==> config.mk <==
export PLATFORM = sky130hd
export DESIGN_NAME = rsp_read_ctrl
export DESIGN_NICKNAME = d
export VERILOG_FILES = /design/src/rtl/rsp_read_ctrl.sv
export SDC_FILE = /design/constraint.sdc
export NUM_CORES = 1
export LEC_CHECK = 0
export CORE_MARGIN = 10
export CORE_UTILIZATION = 50
export CTS_BUF_LIST = sky130_fd_sc_hd__clkbuf_4 sky130_fd_sc_hd__clkbuf_8 sky130_fd_sc_hd__clkbuf_16
export DETAILED_ROUTE_END_ITERATION = 7
export HOLD_SLACK_MARGIN = 0.1
export PLACE_DENSITY_LB_ADDON = 0.08
export SYNTH_ARGS = -nofsm -noshare
export SYNTH_HDL_FRONTEND = slang
export SYNTH_SLANG_ARGS = --single-unit
==> constraint.sdc <==
create_clock -name sd_clk_i -period 3.45 [get_ports sd_clk_i]
set_input_delay 0.69 -clock sd_clk_i [delete_from_list [all_inputs] [get_ports sd_clk_i]]
set_output_delay 0.69 -clock sd_clk_i [all_outputs]
set_load 0.1 [all_outputs]
==> src/rtl/rsp_read_ctrl.sv <==
// SD command-response receiver: waits for the start bit on CMD, shifts in a 48/136-bit
// frame, strobes an external serial CRC7 unit and reports payload plus error flags.
module rsp_read_ctrl #(
  parameter int TIMEOUT_CYCLES = 64
) (
  input  logic         sd_clk_i,
  input  logic         rst_i,
  input  logic         rsp_expect_i,
  input  logic         rsp_long_i,
  input  logic         rsp_crc_en_i,
  input  logic         cmd_i,
  output logic         busy_o,
  output logic         crc_start_o,
  output logic         crc_end_o,
  output logic         crc_dat_o,
  input  logic [6:0]   crc7_i,
  output logic         rsp_valid_o,
  output logic [119:0] rsp_data_o,
  output logic         crc_err_o,
  output logic         frame_err_o,
  output logic         timeout_o
);

  localparam int TW = $clog2(TIMEOUT_CYCLES + 1);

  typedef enum logic [1:0] {IDLE, WAIT_START, RECEIVE, DONE} state_t;

  state_t        state, state_nxt;
  logic [TW-1:0] tmo_cnt;
  logic [7:0]    bit_cnt;
  logic          is_long, crc_en;
  logic [6:0]    rx_crc;
  logic [1:0]    dly;
  logic          last_bit, data_bit, crc_bit, tmo_hit;

  assign crc_dat_o = dly[1];

  always_comb begin
    last_bit = bit_cnt == (is_long ? 8'd135 : 8'd47);
    data_bit = is_long ? (bit_cnt >= 8'd8  && bit_cnt <= 8'd127)
                       : (bit_cnt >= 8'd2  && bit_cnt <= 8'd39);
    crc_bit  = is_long ? (bit_cnt >= 8'd128 && bit_cnt <= 8'd134)
                       : (bit_cnt >= 8'd40  && bit_cnt <= 8'd46);
    tmo_hit  = tmo_cnt == TW'(TIMEOUT_CYCLES - 1);
  end

  always_comb begin
    state_nxt   = state;
    busy_o      = state != IDLE;
    rsp_valid_o = state == DONE;
    crc_start_o = 1'b0;
    crc_end_o   = 1'b0;
    case (state)
      IDLE:       if (rsp_expect_i) state_nxt = WAIT_START;
      WAIT_START: begin
        // a start bit on the final timeout cycle still wins
        if (!cmd_i) begin
          state_nxt   = RECEIVE;
          crc_start_o = crc_en && !is_long;
        end else if (tmo_hit) begin
          state_nxt = DONE;
        end
      end
      RECEIVE: begin
        crc_start_o = crc_en && is_long && bit_cnt == 8'd8;
        crc_end_o   = crc_en && bit_cnt == (is_long ? 8'd129 : 8'd41);
        if (last_bit) state_nxt = DONE;
      end
      DONE:       state_nxt = IDLE;
      default:    state_nxt = IDLE;
    endcase
  end

  always_ff @(posedge sd_clk_i) begin
    if (rst_i) begin
      state       <= IDLE;
      tmo_cnt     <= '0;
      bit_cnt     <= '0;
      is_long     <= 1'b0;
      crc_en      <= 1'b0;
      rx_crc      <= '0;
      dly         <= 2'b11;
      rsp_data_o  <= '0;
      crc_err_o   <= 1'b0;
      frame_err_o <= 1'b0;
      timeout_o   <= 1'b0;
    end else begin
      state <= state_nxt;
      dly   <= {dly[0], cmd_i};
      case (state)
        IDLE: if (rsp_expect_i) begin
          is_long     <= rsp_long_i;
          crc_en      <= rsp_crc_en_i;
          tmo_cnt     <= '0;
          bit_cnt     <= '0;
          rx_crc      <= '0;
          rsp_data_o  <= '0;
          crc_err_o   <= 1'b0;
          frame_err_o <= 1'b0;
          timeout_o   <= 1'b0;
        end
        WAIT_START: begin
          tmo_cnt <= tmo_cnt + 1'b1;
          if (!cmd_i)       bit_cnt   <= 8'd1;
          else if (tmo_hit) timeout_o <= 1'b1;
        end
        RECEIVE: begin
          bit_cnt <= bit_cnt + 1'b1;
          if (data_bit) rsp_data_o <= {rsp_data_o[118:0], cmd_i};
          if (crc_bit)  rx_crc     <= {rx_crc[5:0], cmd_i};
          if (bit_cnt == 8'd1 && cmd_i) frame_err_o <= 1'b1;
          // rx_crc is complete and crc7_i settled by the end bit
          if (last_bit) begin
            if (!cmd_i) frame_err_o <= 1'b1;
            crc_err_o <= crc_en && (rx_crc != crc7_i);
          end
        end
        default: ;
      endcase
    end
  end

endmodule

### Word-level counts from Yosys, hierarchy flattened

Cells that the tools add are included.

* output and inout port bits: 128
* flip-flop bits (word level): 151
* input port bits: 13

* $add $sub $neg: 2
* mux-type cells: 32
* equality and inequality tests: 17
* $lt $le $gt $ge: 8
* reduce and logical (&&, ||, !) cells: 25

Operator list (count)
* two-way mux 120 bit: 2
* one-hot mux 120 bit (2 select lines): 1
* two-way mux 8 bit: 4
* one-hot mux 7 bit (2 select lines): 2
* one-hot mux 8 bit (3 select lines): 1
* == test 8 bit: 2
* less-or-equal comparator 8 x 6 -> 1 bit (second input constant): 2
* AND reduction 3 bit: 5
* two-way mux 7 bit: 2
* inequality test 2 bit (second input constant): 7
* two-way mux 1 bit: 11
* logical AND 1 bit: 10
* adder 8 x 1 -> 8 bit (second input constant): 1
* == test 8 x 1 -> 1 bit (second input constant): 1
* == test 8 x 4 -> 1 bit (second input constant): 1
* >= comparator 8 x 2 -> 1 bit (second input constant): 1
* >= comparator 8 x 4 -> 1 bit (second input constant): 1
* >= comparator 8 x 6 -> 1 bit (second input constant): 1
* >= comparator 8 bit (second input constant): 1
* less-or-equal comparator 8 x 7 -> 1 bit (second input constant): 1
* less-or-equal comparator 8 bit (second input constant): 1
* two-way mux 2 bit: 4
* one-hot mux 1 bit (2 select lines): 4
* one-hot mux 2 bit (4 select lines): 1
* other kinds (12): 17

### Depth between registers and ports, before layout

Gate-level depths: netlist of run 1.

* depth in word-level cells: 6
* gate-level depth with buffers: 9
* mapped depth without buffers: 7

### Worst setup path after synthesis of run 1

No wires, ideal clock.

* kind: reg2out
* from: register state[0]
* to: output crc_start_o
* data arrival time: 1892 ps
* cell stages (with the launch flop): 8
* path slack: 868 ps
* data required time: 2760 ps
* path through: dfxtp_1 > inv_1 > ha_1 > inv_2 > nor4_1 > nand4_1 > o21ai_0 > and3_1

* cells in the longest elaborated chain, start to end: 2

Ends and longest elaborated chain
* start: declaration: line 28 `state_t state, state_nxt;`
* start signal: assignment: line 88 `state <= state_nxt;`
* == test 2 bit or == test 2 x 1 -> 1 bit (tied branches): line 53 `case (state)`
* one-hot mux 1 bit (2 select lines) (*): line 53
* end: declaration: line 13 `output logic crc_start_o,`

Mark *: on every way between the ends. The rest lies on a longest branch, timed or not.

### Worst setup path after layout of run 1

Same ends and word-level chain as after synthesis.

==> qor.csv, run 1 <==
metric,value,unit
num_io_pins,141,
synth_edf_count,0,
slew_violations,0,
ctsHoldBuffers,0,
wirelength,15.31,mm
setup-violations-final,0,
yosys-top-cells-count,"nand2_1, dfxtp_1, mux2i_1, clkbuf_1, nand3_1",
hold_path_class,flip-flop to flip-flop,
crit_slowest_cell,dfxtp_1,
status,finished clean,
tns,0,ns
synthArstFlopShare,0,%
area_growth_syn_to_layout,31.45,%
ant_nets,0,
fin_cells,1025,
path_class,flip-flop to output port,
multi_input_area,3112,um2
drive_above_1_share,9.848,%
syn_avg_cell_area,8.876,um2
cts.repair.resized,0,
yosys-top-cells-area,"dfxtp_1, mux2i_1, nand2_1",
yosys_most_used_dff,dfxtp_1,
die_area,17750,um2
htreeDepth,4,
drt-initial-drc-count,400,
power,0.005031,W
synth_area_leader_cell,dfxtp_1,
final_nets,864,
max_freq,358.1,MHz
drv_cap,0,
fin_crit,2.793,ns
gp_congestion,0.8686,
worst_skew_pair.late_latency,0.41,ns
grt_pass1_vias,5138,
syn-num-nets,743,
synthesis.instances,722,
grt_antenna_before_repair,0,
final_cell_area,8424,um2
p_leak,3.140,nW
rsz0062_at_grt,no,
synth_mux_area_share,19.52,%
post_cts.repair.setup_buffers,0,
die_y,133.2,um
grt_max_degree,85,
cts_made_buffers,17,
place_area,7835,um2
core,12570,um2
synth_compound_area_share,2.968,%
cts-root-buf,clkbuf_16,
overflow,0,
cp.arrival,2.10,ns
ys_ff_latch,151,
finalClockSkew,0.005637,ns
vias,5286,
vdd_drop_max,0.6690,mV
path_max_fanout,4,
clockBufferDepth,2,
powerDensity,597.2,nW/um2
syn-cell-area,6409,um2
hold_violations,0,
cts_tree,done,
period_share,80.95,%
via_per_inst,5.157,
n_fill_cell,1046,
wl_per_cell,14.93,um
clock_sinks,151,
drc,0,
placed_cells,996,
worstMarginPinSlew,1.017,ns
grt_first_pass_wirelength,25.36,mm
synth_top_family_by_area,simple AND/OR/NAND/NOR gates,
n_antenna_cell,0,
regArea,3023,um2
slew_headroom,31.96,%
synth_top_area_share,47.17,%
portBuffers,140,
final_core_util,67.03,%
track_usage,17.05,%
crit_path_end_kind,output port,
die_w,133.2,um
ys_seq_area_share,47.17,%
synthAdderAreaFrac,1.562,%
rows,41,
ys.warnings.count,0,
cp-start-kind,flip-flop,
dr.pass1.iters,4,
required,2.76,ns
path_cells,"inv_1, ha_1, inv_2, nor4_1, nand4_1, o21ai_0, and3_1, buf_12",
synth_cell_types,41,
initial_utilization,50.99,%
clkTransAtPathRegs,0.06,ns
crit_path_max_incr_delay,0.33,ns
synth_xor_area_share,2.187,%
yosysMostFrequentCell,nand2_1,
hpwl,10.64,mm
synth_simple_gate_area_share,21.96,%
-- flip-flops by register name, summed over array words and instances (netlist names) --
| register | count |
|---|---|
| timeout_o | 1 |
| dly | 2 |
| frame_err_o | 1 |
| rsp_data_o | 120 |
| rx_crc | 7 |
| bit_cnt | 8 |
| crc_en | 1 |
| crc_err_o | 1 |
| is_long | 1 |
| state | 2 |
| tmo_cnt | 7 |
-- final timing paths --
| check | depth (start not counted) | endpoint | slack, ns | from |
|---|---|---|---|---|
| min | 1 | dly[1]$_SDFF_PP1_ | 0.40 | dly[0]$_SDFF_PP1_ |
| max reg2reg | 7 | rsp_data_o[89]$_SDFFE_PP0P_ | 1.13 | state[0]$_SDFFE_PP0P_ |
| max | 8 | crc_start_o | 0.66 | state[0]$_SDFFE_PP0P_ |
| min reg2reg | 1 | dly[1]$_SDFF_PP1_ | 0.40 | dly[0]$_SDFF_PP1_ |
-- per-layer routing --
metal  part of all wire (%)  vias up  wire (um)  track usage [%]
li1                       -     2634          -                -
met1                     42     2497       6422            19.19
met2                     50      137       7695            29.66
met3                    6.6       18       1008            5.338
met4                    1.2        0        180            6.167
met5                      0        -          0                0
-- cells by family (layout without fill, tap and decap cells) --
logic type,count (synthesis),after routing
buf+inv,56,187
compound gates,30,30
xor+xnor,16,16
flops,151,151
fa+ha+maj,8,8
simple gates,336,336
mux,125,125
-- critical path: cells and delay by family, from the launching register on --
| kind | cells | cell delay (ns) |
|---|---|---|
| adder cells (fa/ha/maj) | 1 | 0.19 |
| buffers and inverters | 3 | 0.37 |
| flip-flops | 1 | 0.33 |
| AND/OR/NAND/NOR | 3 | 0.67 |
| AO/OA/AOI/OAI | 1 | 0.11 |
-- through the flow --
stage          hold slack (ns)  worst slack, ns
2_1_floorplan           0.3895           0.8676
3_5_place_dp            0.3937           0.6934
3_3_place_gp            0.3930           0.7675
5_1_grt                 0.4223           0.4593
6_report                0.4050           0.6573
4_1_cts                 0.4075           0.6702
-- placed cells by master (no fill, tap or decap), drive strengths merged, types with 8 or more instances in the layout --
| master | instances |
|---|---|
| nand3b | 8 |
| buf | 49 |
| xor2 | 10 |
| clkdlybuf4s50 | 101 |
| nand3 | 22 |
| dfxtp | 151 |
| mux2i | 125 |
| nor2 | 17 |
| ha | 8 |
| a21oi | 13 |
| clkbuf | 26 |
| nand2 | 256 |
-- power breakdown --
part / total, W / internal, W / switching, W
registers: 0.00180 / 0.00177 / 0.0000300
logic: 0.00140 / 0.000541 / 0.000854
clock network: 0.00183 / 0.00118 / 0.000655
-- cell type report --
| cell class | count | area share [%] |
|---|---|---|
| multi-input combinational | 515 | 36.94 |
| sequential | 151 | 35.88 |
| timing repair buffer | 150 | 17.26 |
| clock buffer | 26 | 6.223 |
| tap | 172 | 2.555 |
| clock inverter | 3 | 0.7723 |
| inverter | 8 | 0.3713 |
Power figures use the tool's default switching activity.
==> run 2: changes to the inputs <==
--- a/config.mk
+++ b/config.mk
@@ -6,7 +6,7 @@
 export NUM_CORES = 1
 export LEC_CHECK = 0
 export CORE_MARGIN = 10
-export CORE_UTILIZATION = 50
+export CORE_UTILIZATION = 46
 export CTS_BUF_LIST = sky130_fd_sc_hd__clkbuf_4 sky130_fd_sc_hd__clkbuf_8 sky130_fd_sc_hd__clkbuf_16
 export DETAILED_ROUTE_END_ITERATION = 7
 export HOLD_SLACK_MARGIN = 0.1
==> constraint.sdc (replaced) <==
create_clock -name sd_clk_i -period 2.4 [get_ports sd_clk_i]
set_input_delay 0.48 -clock sd_clk_i [delete_from_list [all_inputs] [get_ports sd_clk_i]]
set_output_delay 0.48 -clock sd_clk_i [all_outputs]
set_load 0.1 [all_outputs]
==> run 2 against run 1 <==
Global-route usage is 1.2 points lower. Routed wire length is 3.4% higher. Hold slack better by 0.0026 ns. Cell count is 2.0% higher. Via count hardly changed. First-iteration DRC count is 0.50% lower. Critical endpoint unchanged.
==> qor.csv, run 2 (same netlist as run 1, synthesis figures left out) <==
metric,value,unit,change
largest_reg_flops,120,,unchanged
drc,0,,unchanged
reg2reg_depth,6,,-1
grt_antenna_before_repair,0,,unchanged
internal-power,0.005539,W,+59%
seqPwrFrac,32.9,%,-2.9 points
final_nets,875,,+1.3%
status,finished clean,,
portBuffers,140,,unchanged
pwr-share-clk,39.4,%,+2.9 points
clockBufferDepth,2,,unchanged
path_cells,"inv_4, ha_4, inv_4, nor4_4, nand4_1, o21ai_1, and3_4, buf_12",,
p_leak,3.417,nW,+8.8%
die_area,19050,um2,+7.4%
initial_utilization,46.53,%,-4.5 points
rows,43,,+4.9%
vdd_drop_max,0.9915,mV,+48%
finalClockSkew,0.006342,ns,+0.0007044 ns
hpwl,10.82,mm,+1.6%
die_w,138.0,um,+3.6%
gp_congestion,0.8050,,-7.3%
required,1.92,ns,-0.84 ns
ant_nets,0,,unchanged
hold_path_class,flip-flop to flip-flop,,
drive_above_1_share,22.52,%,+13 points
drt-initial-drc-count,398,,-0.50%
cp-start-kind,flip-flop,,
max_freq,422.7,MHz,
ctsHoldBuffers,0,,unchanged
layout_commonest_cell,nand2_1,,
powerDensity,930.9,nW/um2,+56%
cts-root-buf,clkbuf_16,,
crit_path_max_incr_delay,0.36,ns,+0.03 ns
htreeDepth,4,,unchanged
r2r_start,bit_cnt[4]$_SDFFE_PP0P_,,
n_antenna_cell,0,,unchanged
path_max_fanout,4,,unchanged
cts_tree,done,,
crit_buf_inv,3,,unchanged
final_cell_mix,"nand2_1, dfxtp_1, buf_4",,
worstMarginPinSlew,0.6042,ns,-0.4132 ns
largestRegisters,"rsp_data_o (120), bit_cnt (8)",,
core,13770,um2,+9.6%
grt_first_pass_wirelength,25.55,mm,+0.73%
track_usage,15.80,%,-1.2 points
fin_crit,2.366,ns,
p_switching,0.002365,W,+54%
drv_cap,0,,unchanged
grt_max_degree,72,,-15%
area_growth_syn_to_layout,32.49,%,
rr_endpoint,rsp_data_o[31]$_SDFFE_PP0P_,,
setup-violations-final,0,,unchanged
fin_ws,0.03413,ns,-0.6232 ns
worstHoldStart,dly[0]$_SDFF_PP1_,,
hold_violations,0,,unchanged
clkTransAtPathRegs,0.06,ns,about the same
wl_per_cell,15.13,um,+1.3%
grt_pass1_vias,5143,,+0.097%
die_y,138.0,um,+3.6%
switching_share,29.92,%,-0.67 points
path_class,flip-flop to output port,,
clock_sinks,151,,unchanged
crit_path_end_kind,output port,,
dr.pass1.iters,5,,+1
overflow,0,,unchanged
wirelength,15.83,mm,+3.4%
cp.arrival,1.89,ns,-0.21 ns
vias,5291,,+0.095%
power,0.007904,W,+57%
slew_violations,0,,unchanged
num_io_pins,141,,unchanged
r2r_setup_slack,0.13,ns,-1.00 ns
slew_headroom,59.50,%,+28 points
dpl_worst_slack,-0.08467,ns,-0.7781 ns
worst_skew_pair.late_latency,0.42,ns,about the same
tns,0,ns,unchanged
via_per_inst,5.058,,-1.9%
cts_made_buffers,17,,unchanged
top_register,rsp_data_o,,
whs_path_depth,1,,unchanged
period_share,98.58,%,
path_common_cell,inv_4,,
hold_end,dly[1]$_SDFF_PP1_,,
crit_family,simple AND/OR/NAND/NOR gates,,
pwr-share-comb,27.7,%,about the same
crit_start,state[0]$_SDFFE_PP0P_,,
crit_slowest_cell,dfxtp_4,,
## run 2: area by class of cell
type,count,area (um2)
timing repair buffer,161,1351
multi-input combinational,515,3152
fill,1225,5283
inverter,8,40.04
clock buffer,19,446.7
clock inverter,12,247.7
tap,180,225.2
sequential,151,3028
## run 2: worst max path at each step
stage                                        end  depth (start not counted)
after floorplan                      crc_start_o                          7
after global placement    rx_crc[0]$_SDFFE_PP0P_                          6
after detailed placement  rx_crc[3]$_SDFFE_PP0P_                          6
after CTS                            crc_start_o                          8
after global routing                 crc_start_o                          8
final                                crc_start_o                          8
## run 2: metal layers
layer	vias up	track usage [%]	part of all wire, %	wire length, um
met5	-	0	0	0
met4	0	5.993	1.4	221
met3	17	4.589	4.6	734
met2	110	25.83	48	7641
met1	2516	19.21	46	7232
li1	2648	-	-	-
## run 2: repair_timing
action,in CTS,in global routing
endpoints found under the setup margin,1,8
gates resized for setup,5,9
pin swaps,0,3
buffers inserted,0,3
hold endpoints to repair,0,0
## run 2: power groups by stage
stage / Clock (W) / Sequential (W) / Combinational [W]
after CTS: 0.00317 / 0.00259 / 0.00215
after detailed placement: 0 / 0.00264 / 0.00213
after global routing: 0.00328 / 0.00261 / 0.00233
after floorplan: 0 / 0.00265 / 0.00178
final: 0.00311 / 0.00260 / 0.00219
after global placement: 0 / 0.00264 / 0.00211
## run 2: worst register-to-register path, cell delays in order, from the launching register on
cell	delay, ns
dfxtp_1	0.39
or4_1	0.59
or4_1	0.42
nand3_1	0.13
a31oi_4	0.13
buf_12	0.22
mux2i_1	0.26
## run 2: metrics by stage
step	std cells	hold WS (ns)	instance area, um2	util [%]
after floorplan	722	0.3895	6414	-
after global placement	1012	0.3974	7724	56.08
after detailed placement	1012	0.3945	7724	56.08
after CTS	1043	0.4079	8441	61.28
after global routing	1046	0.4307	8491	61.65
final	1046	0.4076	8491	61.65
==> run 3: changes to the inputs <==
--- a/config.mk
+++ b/config.mk
@@ -5,6 +5,7 @@
 export SDC_FILE = /design/constraint.sdc
 export NUM_CORES = 1
 export LEC_CHECK = 0
+export CAP_MARGIN = 15
 export CORE_MARGIN = 10
 export CORE_UTILIZATION = 46
 export CTS_BUF_LIST = sky130_fd_sc_hd__clkbuf_4 sky130_fd_sc_hd__clkbuf_8 sky130_fd_sc_hd__clkbuf_16
==> run 3 against run 2 <==
Largest cell class unchanged. Sequential cell count did not move. Critical endpoint unchanged. Clock skew rose by 0.0013 ns. Combinational power barely moved. Core utilization barely moved. Routed wire length fell by 0.13%. Cell count barely moved. Sequential share of layout area barely moved. Count of clock-buffer cells in the layout did not move. Hold slack barely moved. Sequential power barely moved. First-iteration DRC count fell by 4.0%. Total power barely moved.
==> qor.csv, run 3 (same netlist as run 1, synthesis figures left out) <==
metric,value,unit,change
cts-root-buf,clkbuf_16,,
max_freq,422.4,MHz,about the same
regArea,3028,um2,unchanged
status,finished clean,,
holdWs,0.4072,ns,-0.0004010 ns
slew_violations,0,,unchanged
cp-start-kind,flip-flop,,
gp_congestion,0.8050,,unchanged
fin_crit,2.368,ns,+0.001757 ns
r2r_setup_slack,0.13,ns,about the same
wirelength,15.81,mm,-0.13%
period_share,98.65,%,about the same
p_leak,3.420,nW,about the same
crit_path_end_kind,output port,,
r2r_start,bit_cnt[4]$_SDFFE_PP0P_,,
clkTransAtPathRegs,0.06,ns,about the same
placed_cells,1012,,unchanged
rr_endpoint,rsp_data_o[31]$_SDFFE_PP0P_,,
largestRegisters,"rsp_data_o (120), bit_cnt (8)",,
grt_antenna_before_repair,0,,unchanged
slew_headroom,70.91,%,+11 points
drc,0,,unchanged
drv_cap,0,,unchanged
cts_tree,done,,
core,13770,um2,unchanged
cp.arrival,1.89,ns,about the same
die_w,138.0,um,unchanged
hpwl,10.82,mm,unchanged
worst_skew_pair.late_latency,0.42,ns,about the same
tns,0,ns,unchanged
final_nets,876,,+0.11%
clockBufferDepth,2,,unchanged
layout_commonest_cell,nand2_1,,
largest_reg_flops,120,,unchanged
dr.pass1.iters,4,,-1
worstHoldStart,dly[0]$_SDFF_PP1_,,
portBuffers,140,,unchanged
grt_pass1_vias,5143,,unchanged
top_register,rsp_data_o,,
via_per_inst,5.056,,about the same
reg2reg_depth,6,,unchanged
cts_made_buffers,17,,unchanged
hold_end,dly[1]$_SDFF_PP1_,,
ant_nets,0,,unchanged
wl_per_cell,15.10,um,-0.23%
overflow,0,,unchanged
hold_violations,0,,unchanged
htreeDepth,4,,unchanged
die_y,138.0,um,unchanged
initial_utilization,46.53,%,unchanged
final_cell_mix,"nand2_1, dfxtp_1, buf_4",,
die_area,19050,um2,unchanged
setup-violations-final,0,,unchanged
n_antenna_cell,0,,unchanged
whs_path_depth,1,,unchanged
track_usage,15.80,%,unchanged
powerDensity,930.4,nW/um2,about the same
hold_path_class,flip-flop to flip-flop,,
area_growth_syn_to_layout,32.53,%,about the same
finalClockSkew,0.007640,ns,+0.001298 ns
clock_sinks,151,,unchanged
multi_input_area,3147,um2,-0.16%
path_class,flip-flop to output port,,
grt_first_pass_wirelength,25.55,mm,unchanged
grt_max_degree,72,,unchanged
num_io_pins,141,,unchanged
worstMarginPinSlew,0.4363,ns,-0.1680 ns
path_max_fanout,4,,unchanged
fin_cells,1047,,+0.096%
drt-initial-drc-count,382,,-4.0%
vias,5294,,+0.057%
n_fill_cell,1224,,-0.082%
rows,43,,unchanged
power,0.007902,W,about the same
required,1.92,ns,about the same
vdd_drop_max,0.9913,mV,about the same
drive_above_1_share,22.49,%,-0.026 points
run 3: changes by cell type in the layout (fill, tap and decap cells not counted):
cell,delta
clkbuf_4,+1
nor3_2,-1
nor3_1,+1
run 3: final cells by class:
type / instances / area share, %
multi-input cells: 515 / 37.05
flip-flops and latches: 151 / 35.65
repair buffers: 162 / 16.00
clock buffers: 19 / 5.259
clock inverters: 12 / 2.917
well taps: 180 / 2.652
inverters: 8 / 0.4714
run 3: per-stage QoR:
stage	util, %	cell area [um2]	setup WS (ns)
2_1_floorplan	-	6414	0.02761
3_3_place_gp	56.08	7724	0.02565
3_5_place_dp	56.08	7724	-0.08467
4_1_cts	61.28	8441	0.02234
5_1_grt	61.66	8493	-0.02475
6_report	61.66	8493	0.03237
run 3: worst max-delay path by stage:
stage                               start  cells past startpoint                     end  slack, ns
CTS                 state[0]$_SDFFE_PP0P_                      8             crc_start_o       0.02
global route        state[0]$_SDFFE_PP0P_                      8             crc_start_o      -0.02
global placement             rsp_expect_i                      6  rx_crc[0]$_SDFFE_PP0P_       0.03
detailed placement           rsp_expect_i                      6  rx_crc[3]$_SDFFE_PP0P_      -0.08
floorplan           state[0]$_SDFFE_PP0P_                      7             crc_start_o       0.03
finish              state[0]$_SDFFE_PP0P_                      8             crc_start_o       0.03
run 3: worst max-delay path: stages, from the launching register on:
cell and delay, ns:
dfxtp_4 0.36, inv_4 0.07, ha_4 0.14, inv_4 0.05, nor4_4 0.23, nand4_1 0.12, o21ai_1 0.10, and3_4 0.22
buf_12 0.17
run 3: where the power goes:
part           internal, W  switching (W)  total (W)
Combinational     0.000899        0.00129    0.00219
Clock              0.00209        0.00102    0.00311
Sequential         0.00255      0.0000534    0.00260
Total              0.00554        0.00236    0.00790
run 3: timing repair:
action	CTS	global route
cloned	0	0
setup endpoints to repair	1	1
resized for setup	5	8
hold buffers	0	0
buffers inserted	0	3
pin swaps	0	3
run 3: routing by layer:
layer  up-vias  GRT usage (%)  wire [um]
met4         0          5.993        182
met2       119          25.83       7696
met5         -              0          0
li1       2651              -          -
met3        11          4.589        824
met1      2513          19.21       7105
